--- src/rtl/vlan_tag_inserter.sv ---
// ---------------------------------------------------------------------------
// vlan_tag_inserter
//
// Transmit-side 802.1Q tag inserter. Accepts an untagged Ethernet frame as an
// 8-bit valid/ready byte stream and, when tagging is requested with frame
// byte 0, inserts a 4-byte tag (TPID + TCI) after the 12 MAC address bytes.
// Frames that are not tagged pass through unchanged. The output is a single
// register stage: an accepted input byte appears on m_data one cycle later.
//
// Optional build macro: QINQ_EN
//   When defined, adds qinq_en / svlan_id inputs. A frame with insert_en and
//   qinq_en set receives an outer S-tag (88 A8, {4'b0, svlan_id}) ahead of
//   the C-tag, i.e. 8 inserted bytes. Without the macro the tag is 4 bytes.
//
// Ports:
//   clk, rst_n         clock, asynchronous active-low reset
//   s_valid/s_ready    input byte handshake
//   s_data, s_last     input byte, end-of-frame marker
//   m_valid/m_ready    output byte handshake (m_* registered)
//   m_data, m_last     output byte, end-of-frame marker
//   insert_en          tag this frame (sampled with byte 0)
//   vlan_pcp/dei/id    TCI fields (sampled with byte 0)
//   qinq_en, svlan_id  S-tag request and S-VID (QINQ_EN builds only)
//   runt_err           one-cycle pulse: frame ended before byte index 13
//   tagged_cnt         number of frames that received a tag (wraps)
// ---------------------------------------------------------------------------
module vlan_tag_inserter #(
    parameter logic [15:0] TPID  = 16'h8100,
    parameter int          CNT_W = 16
) (
    input  logic             clk,
    input  logic             rst_n,
    input  logic             s_valid,
    output logic             s_ready,
    input  logic [7:0]       s_data,
    input  logic             s_last,
    output logic             m_valid,
    input  logic             m_ready,
    output logic [7:0]       m_data,
    output logic             m_last,
    input  logic             insert_en,
    input  logic [2:0]       vlan_pcp,
    input  logic             vlan_dei,
    input  logic [11:0]      vlan_id,
`ifdef QINQ_EN
    input  logic             qinq_en,
    input  logic [11:0]      svlan_id,
`endif
    output logic             runt_err,
    output logic [CNT_W-1:0] tagged_cnt
);

    localparam logic [1:0] ST_HDR  = 2'd0;
    localparam logic [1:0] ST_TAG  = 2'd1;
    localparam logic [1:0] ST_BODY = 2'd2;

`ifdef QINQ_EN
    localparam int TIDX_W = 3;
`else
    localparam int TIDX_W = 2;
`endif

    localparam logic [3:0] IDX_LAST_MAC = 4'd11;
    localparam logic [3:0] IDX_SAT      = 4'd13;

    // Registered state
    logic [1:0]        state_q,      state_d;
    logic [3:0]        byte_cnt_q,   byte_cnt_d;
    logic [TIDX_W-1:0] tag_idx_q,    tag_idx_d;
    logic              ins_q,        ins_d;
    logic [15:0]       tci_q,        tci_d;
`ifdef QINQ_EN
    logic              qinq_q,       qinq_d;
    logic [11:0]       svid_q,       svid_d;
`endif
    logic              m_valid_q,    m_valid_d;
    logic [7:0]        m_data_q,     m_data_d;
    logic              m_last_q,     m_last_d;
    logic              runt_err_q,   runt_err_d;
    logic [CNT_W-1:0]  tagged_cnt_q, tagged_cnt_d;

    // Combinational helpers
    logic              load_ok;
    logic              s_acc;
    logic              tag_last;
    logic [2:0]        tag_sel;
    logic [7:0]        tag_byte;

    // The output register may take a new byte when it is empty or its
    // current byte is being consumed this cycle.
    assign load_ok = !m_valid_q || m_ready;
    assign s_ready = load_ok && (state_q != ST_TAG);
    assign s_acc   = s_valid && s_ready;

    // Tag byte selection. The 8-entry table is laid out as the full Q-in-Q
    // sequence; a plain C-tag uses only its upper half (entries 4..7).
    always_comb begin
`ifdef QINQ_EN
        tag_sel  = qinq_q ? tag_idx_q : (tag_idx_q + 3'd4);
        tag_last = qinq_q ? (tag_idx_q == 3'd7) : (tag_idx_q == 3'd3);
`else
        tag_sel  = {1'b1, tag_idx_q};
        tag_last = (tag_idx_q == 2'd3);
`endif
        tag_byte = 8'h00;
        case (tag_sel)
`ifdef QINQ_EN
            3'd0:    tag_byte = 8'h88;
            3'd1:    tag_byte = 8'hA8;
            3'd2:    tag_byte = {4'b0000, svid_q[11:8]};
            3'd3:    tag_byte = svid_q[7:0];
`endif
            3'd4:    tag_byte = TPID[15:8];
            3'd5:    tag_byte = TPID[7:0];
            3'd6:    tag_byte = tci_q[15:8];
            3'd7:    tag_byte = tci_q[7:0];
            default: tag_byte = 8'h00;
        endcase
    end

    // Next-state logic
    always_comb begin
        state_d      = state_q;
        byte_cnt_d   = byte_cnt_q;
        tag_idx_d    = tag_idx_q;
        ins_d        = ins_q;
        tci_d        = tci_q;
`ifdef QINQ_EN
        qinq_d       = qinq_q;
        svid_d       = svid_q;
`endif
        m_valid_d    = m_valid_q;
        m_data_d     = m_data_q;
        m_last_d     = m_last_q;
        runt_err_d   = 1'b0;
        tagged_cnt_d = tagged_cnt_q;

        // Per-frame tag parameters are captured only with byte 0 so that
        // later changes on these inputs cannot affect the frame in flight.
        if (s_acc && (byte_cnt_q == 4'd0)) begin
            ins_d = insert_en;
            tci_d = {vlan_pcp, vlan_dei, vlan_id};
`ifdef QINQ_EN
            qinq_d = qinq_en;
            svid_d = svlan_id;
`endif
        end

        // Byte position within the frame; saturates once past the point
        // where position still matters (tag decision and runt detection).
        if (s_acc) begin
            if (s_last) begin
                byte_cnt_d = 4'd0;
            end else if (byte_cnt_q != IDX_SAT) begin
                byte_cnt_d = byte_cnt_q + 4'd1;
            end
        end

        if (s_acc && s_last && (byte_cnt_q < IDX_SAT)) begin
            runt_err_d = 1'b1;
        end

        // Output register load: tag bytes take priority while in TAG (the
        // input is stalled then), otherwise forward the accepted byte.
        if (load_ok) begin
            if (state_q == ST_TAG) begin
                m_valid_d = 1'b1;
                m_data_d  = tag_byte;
                m_last_d  = 1'b0;
            end else if (s_acc) begin
                m_valid_d = 1'b1;
                m_data_d  = s_data;
                m_last_d  = s_last;
            end else begin
                m_valid_d = 1'b0;
            end
        end

        case (state_q)
            ST_HDR: begin
                // Byte 11 is the last source-MAC byte; the tag follows it
                // only if the frame continues beyond it.
                if (s_acc && !s_last && (byte_cnt_q == IDX_LAST_MAC) && ins_q) begin
                    state_d      = ST_TAG;
                    tag_idx_d    = '0;
                    tagged_cnt_d = tagged_cnt_q + {{(CNT_W-1){1'b0}}, 1'b1};
                end
            end
            ST_TAG: begin
                if (load_ok) begin
                    if (tag_last) begin
                        state_d   = ST_BODY;
                        tag_idx_d = '0;
                    end else begin
                        tag_idx_d = tag_idx_q + {{(TIDX_W-1){1'b0}}, 1'b1};
                    end
                end
            end
            ST_BODY: begin
                if (s_acc && s_last) begin
                    state_d = ST_HDR;
                end
            end
            default: begin
                state_d = ST_HDR;
            end
        endcase
    end

    always_ff @(posedge clk or negedge rst_n) begin
        if (!rst_n) begin
            state_q      <= ST_HDR;
            byte_cnt_q   <= 4'd0;
            tag_idx_q    <= '0;
            ins_q        <= 1'b0;
            tci_q        <= 16'h0000;
`ifdef QINQ_EN
            qinq_q       <= 1'b0;
            svid_q       <= 12'h000;
`endif
            m_valid_q    <= 1'b0;
            m_data_q     <= 8'h00;
            m_last_q     <= 1'b0;
            runt_err_q   <= 1'b0;
            tagged_cnt_q <= '0;
        end else begin
            state_q      <= state_d;
            byte_cnt_q   <= byte_cnt_d;
            tag_idx_q    <= tag_idx_d;
            ins_q        <= ins_d;
            tci_q        <= tci_d;
`ifdef QINQ_EN
            qinq_q       <= qinq_d;
            svid_q       <= svid_d;
`endif
            m_valid_q    <= m_valid_d;
            m_data_q     <= m_data_d;
            m_last_q     <= m_last_d;
            runt_err_q   <= runt_err_d;
            tagged_cnt_q <= tagged_cnt_d;
        end
    end

    assign m_valid    = m_valid_q;
    assign m_data     = m_data_q;
    assign m_last     = m_last_q;
    assign runt_err   = runt_err_q;
    assign tagged_cnt = tagged_cnt_q;

endmodule

--- config.mk ---
export PLATFORM = sky130hd
export DESIGN_NAME = vlan_tag_inserter
export DESIGN_NICKNAME = d
export VERILOG_FILES = /design/src/rtl/vlan_tag_inserter.sv
export SDC_FILE = /design/constraint.sdc
export NUM_CORES = 1
export LEC_CHECK = 0
export CAP_MARGIN = 25
export CORE_MARGIN = 2
export CORE_UTILIZATION = 40
export DETAILED_ROUTE_END_ITERATION = 16
export GPL_ROUTABILITY_DRIVEN = 0
export PLACE_DENSITY = 0.63
export SETUP_SLACK_MARGIN = 0.4
export SLEW_MARGIN = 20
export SYNTH_ARGS = -nofsm -noshare
export SYNTH_HDL_FRONTEND = slang
export SYNTH_SLANG_ARGS = --single-unit
--- constraint.sdc ---
create_clock -name clk -period 2.6 [get_ports clk]
set_input_delay 0.52 -clock clk [delete_from_list [all_inputs] [get_ports clk]]
set_output_delay 0.52 -clock clk [all_outputs]
set_load 0.02 [all_outputs]
==> flow_summary.ini <==
[power]
p_seq_frac = 0.514
p_int_mw = 1.49
switching_share = 0.285
irDropWorstVdd_mv = 0.344
p_leak_nw = 1.41
p_comb_frac = 0.257
p_clk_frac = 0.229
power_density_nw_per_um2 = 636
p_sw_mw = 0.592

[sta]
hold_viol = 0
hold_ws_ns = 0.219
finalCritPeriodShare = 0.797
slew_headroom = 0.597
fin_crit_ns = 2.07
max_slew.worst_pin.slew_ns = 0.605
timing.fmax_mhz = 482
setup-tns-final_ns = 0
fin_skew_ns = 0.00665
grt_setup_unrepaired = no
slew_violations = 0
setup_viol = 0

[drt]
first_pass_iters = 4
avgRoutedWirePerCell_microns = 14.5
drcViolationCount = 0
routed_wl_microns = 5190
via_count = 1843
ant_nets = 0
drt-initial-drc-count = 92
vias_per_cell = 5.15

[setup_path]
critPathRequiredTime_ns = 2.08
cp_num_buf_inv = 2
cpPeakStageDelay_ns = 0.44
critical_path.slowest_cell = clkdlybuf4s50_1
cp-start-kind = input port
crit_path_max_fanout = 2
worstPathArrival_ns = 1.55
crit_chain = clkdlybuf4s50_1 > nand2b_1 > and2_1 > dlygate4sd2_1
crit_type = input port to output pin
crit_path_end_kind = output pin
path_delay_family = buffers and inverters

[global_routing]
gr-usage-all-layers = 0.153
grt_overflow = 0
antenna_found_initial = 0
grt_pass1_wl_microns = 8800
grt_pass1_vias = 1720
grt_max_degree = 29

[clock_tree]
cts_setup_buffers = 0
clk_latency_ns = 0.29
cts_tree = done
ctsHoldBuffers = 0
cts_max_level = 2
cts_made_buffers = 5
cts_buffer_depth = 2
cts_resized = 1
clkSinkCount = 52
path_clk_slew_ns = 0.09
root_buffer = clkbuf_8

[layout]
layout-area-overhead-vs-synth_pct = 28.9
n_antenna_cell = 0
utilization = 0.524
multi_input_area_sq_um = 1120
fill_cells = 573
drive_gt1_frac = 0.146
post_layout_nonfiller_instances = 358
layout_common_cells = clkdlybuf4s50_1 (55), dfrtp_1 (52), nand2_1 (19)
nNetsFinal = 318
layout_commonest_cell = clkdlybuf4s50_1
regArea_sq_um = 1300

[synthesis]
synth.distinct_cells = 43
yosysSeqAreaShare = 0.513
async_reset_ff_frac = 1.00
synth_warnings = 0
synth_area_leaders = dfrtp_1 (51%), mux2_2 (8.0%), ha_1 (3.9%)
syn_inst = 221
syn_area_sq_um = 2530
synth_edf_count = 0
ys_seq_elements = 52
synth_ff_type = dfrtp_1
synth_nets = 259
synth_top_area_cell = dfrtp_1
netlist.area_leader.share = 0.513
avgSynthCellArea_sq_um = 11.5

[floorplan]
fp.dieH_microns = 83.6
core_sq_um = 6240
row_count = 29
initial_utilization = 0.406
die_area_sq_um = 6990
ios = 58
die_w_microns = 83.6

[run]
cap_violations = 0

[place]
dp_hpwl_microns = 3800
io_buffer_count = 57
dp_cells = 350

[worst_hold_path]
hold_path.class = input port to async pin

[run_status]
outcome = completed
-- per-stage QoR --
| stage | total power [mW] | area (sq um) | worst slack, ns |
|---|---|---|---|
| 5_1_grt | 2.21 | 3270 | 0.470 |
| 3_3_place_gp | 1.61 | 3180 | 0.260 |
| 6_report | 2.08 | 3270 | 0.527 |
| 3_5_place_dp | 1.63 | 3180 | 0.240 |
| 2_1_floorplan | 1.43 | 2530 | 0.766 |
| 4_1_cts | 2.10 | 3270 | 0.514 |
-- worst register-to-register path, stage by stage (launching register included) --
cell,delay [ns]
dfrtp_1,0.48
nor4_4,0.33
nand4_2,0.19
or4_4,0.53
xnor2_2,0.15
-- state kept, by name, indices dropped and copies added (netlist names) --
register and cells:
tci_q 16, runt_err 1, tag_idx_q 2, m_last 1
tagged_cnt 16, ins_q 1, state_q 2, m_valid 1
byte_cnt_q 4, m_data 8
-- layout make-up --
type / instances / area share
multi-input combinational: 149 / 0.342
clock buffer: 7 / 0.0264
clock inverter: 1 / 0.00230
inverter: 8 / 0.00919
timing repair buffer: 64 / 0.193
tap: 77 / 0.0295
sequential: 52 / 0.398
-- power groups by stage --
stage | clock network (mW) | registers (mW) | logic [mW]
floorplan | 0 | 1.09 | 0.347
global placement | 0 | 1.08 | 0.533
detailed placement | 0 | 1.09 | 0.542
CTS | 0.489 | 1.07 | 0.542
global route | 0.522 | 1.09 | 0.593
finish | 0.475 | 1.07 | 0.535
-- logic make-up after synthesis --
| kind of cell | share of synthesized area |
|---|---|
| simple gates | 0.161 |
| flops | 0.513 |
| compound gates | 0.106 |
| buf+inv | 0.0459 |
| mux | 0.0800 |
| xor+xnor | 0.0548 |
| fa+ha+maj | 0.0395 |
-- routing by layer --
metal	wire, microns	vias up	global-route usage	share of wire
li1	-	905	-	-
met1	2630	904	0.243	0.51
met2	2370	32	0.217	0.46
met3	143	2	0.0287	0.028
met4	38	0	0.0352	0.0073
met5	0	-	0	0
-- synth_stat cells (3+ instances only) --
cell type / number
o21ai_0: 11
a31oi_1: 4
nor2_1: 8
xnor2_1: 11
clkbuf_1: 3
buf_6: 3
a22o_1: 7
mux2_2: 18
nand2b_1: 3
nand4_1: 9
a22oi_1: 6
nor3_1: 4
ha_1: 8
and2_1: 3
dfrtp_1: 52
inv_1: 8
and3_1: 4
nand3_1: 8
buf_2: 3
xor2_1: 3
nand2_1: 19
-- worst paths after layout --
check,start,depth (start not counted),to,slack [ns]
max,m_ready,4,s_ready,0.53
min reg2reg,m_data[1],2,m_data[1],0.48
min in group clk,m_data[1],2,m_data[1],0.48
max reg2reg,byte_cnt_q[2],4,tagged_cnt[5],0.81
max in group asynchronous,rst_n,2,m_data[5],1.82
min,rst_n,1,tagged_cnt[15],0.22
Power figures use the tool's default switching activity.
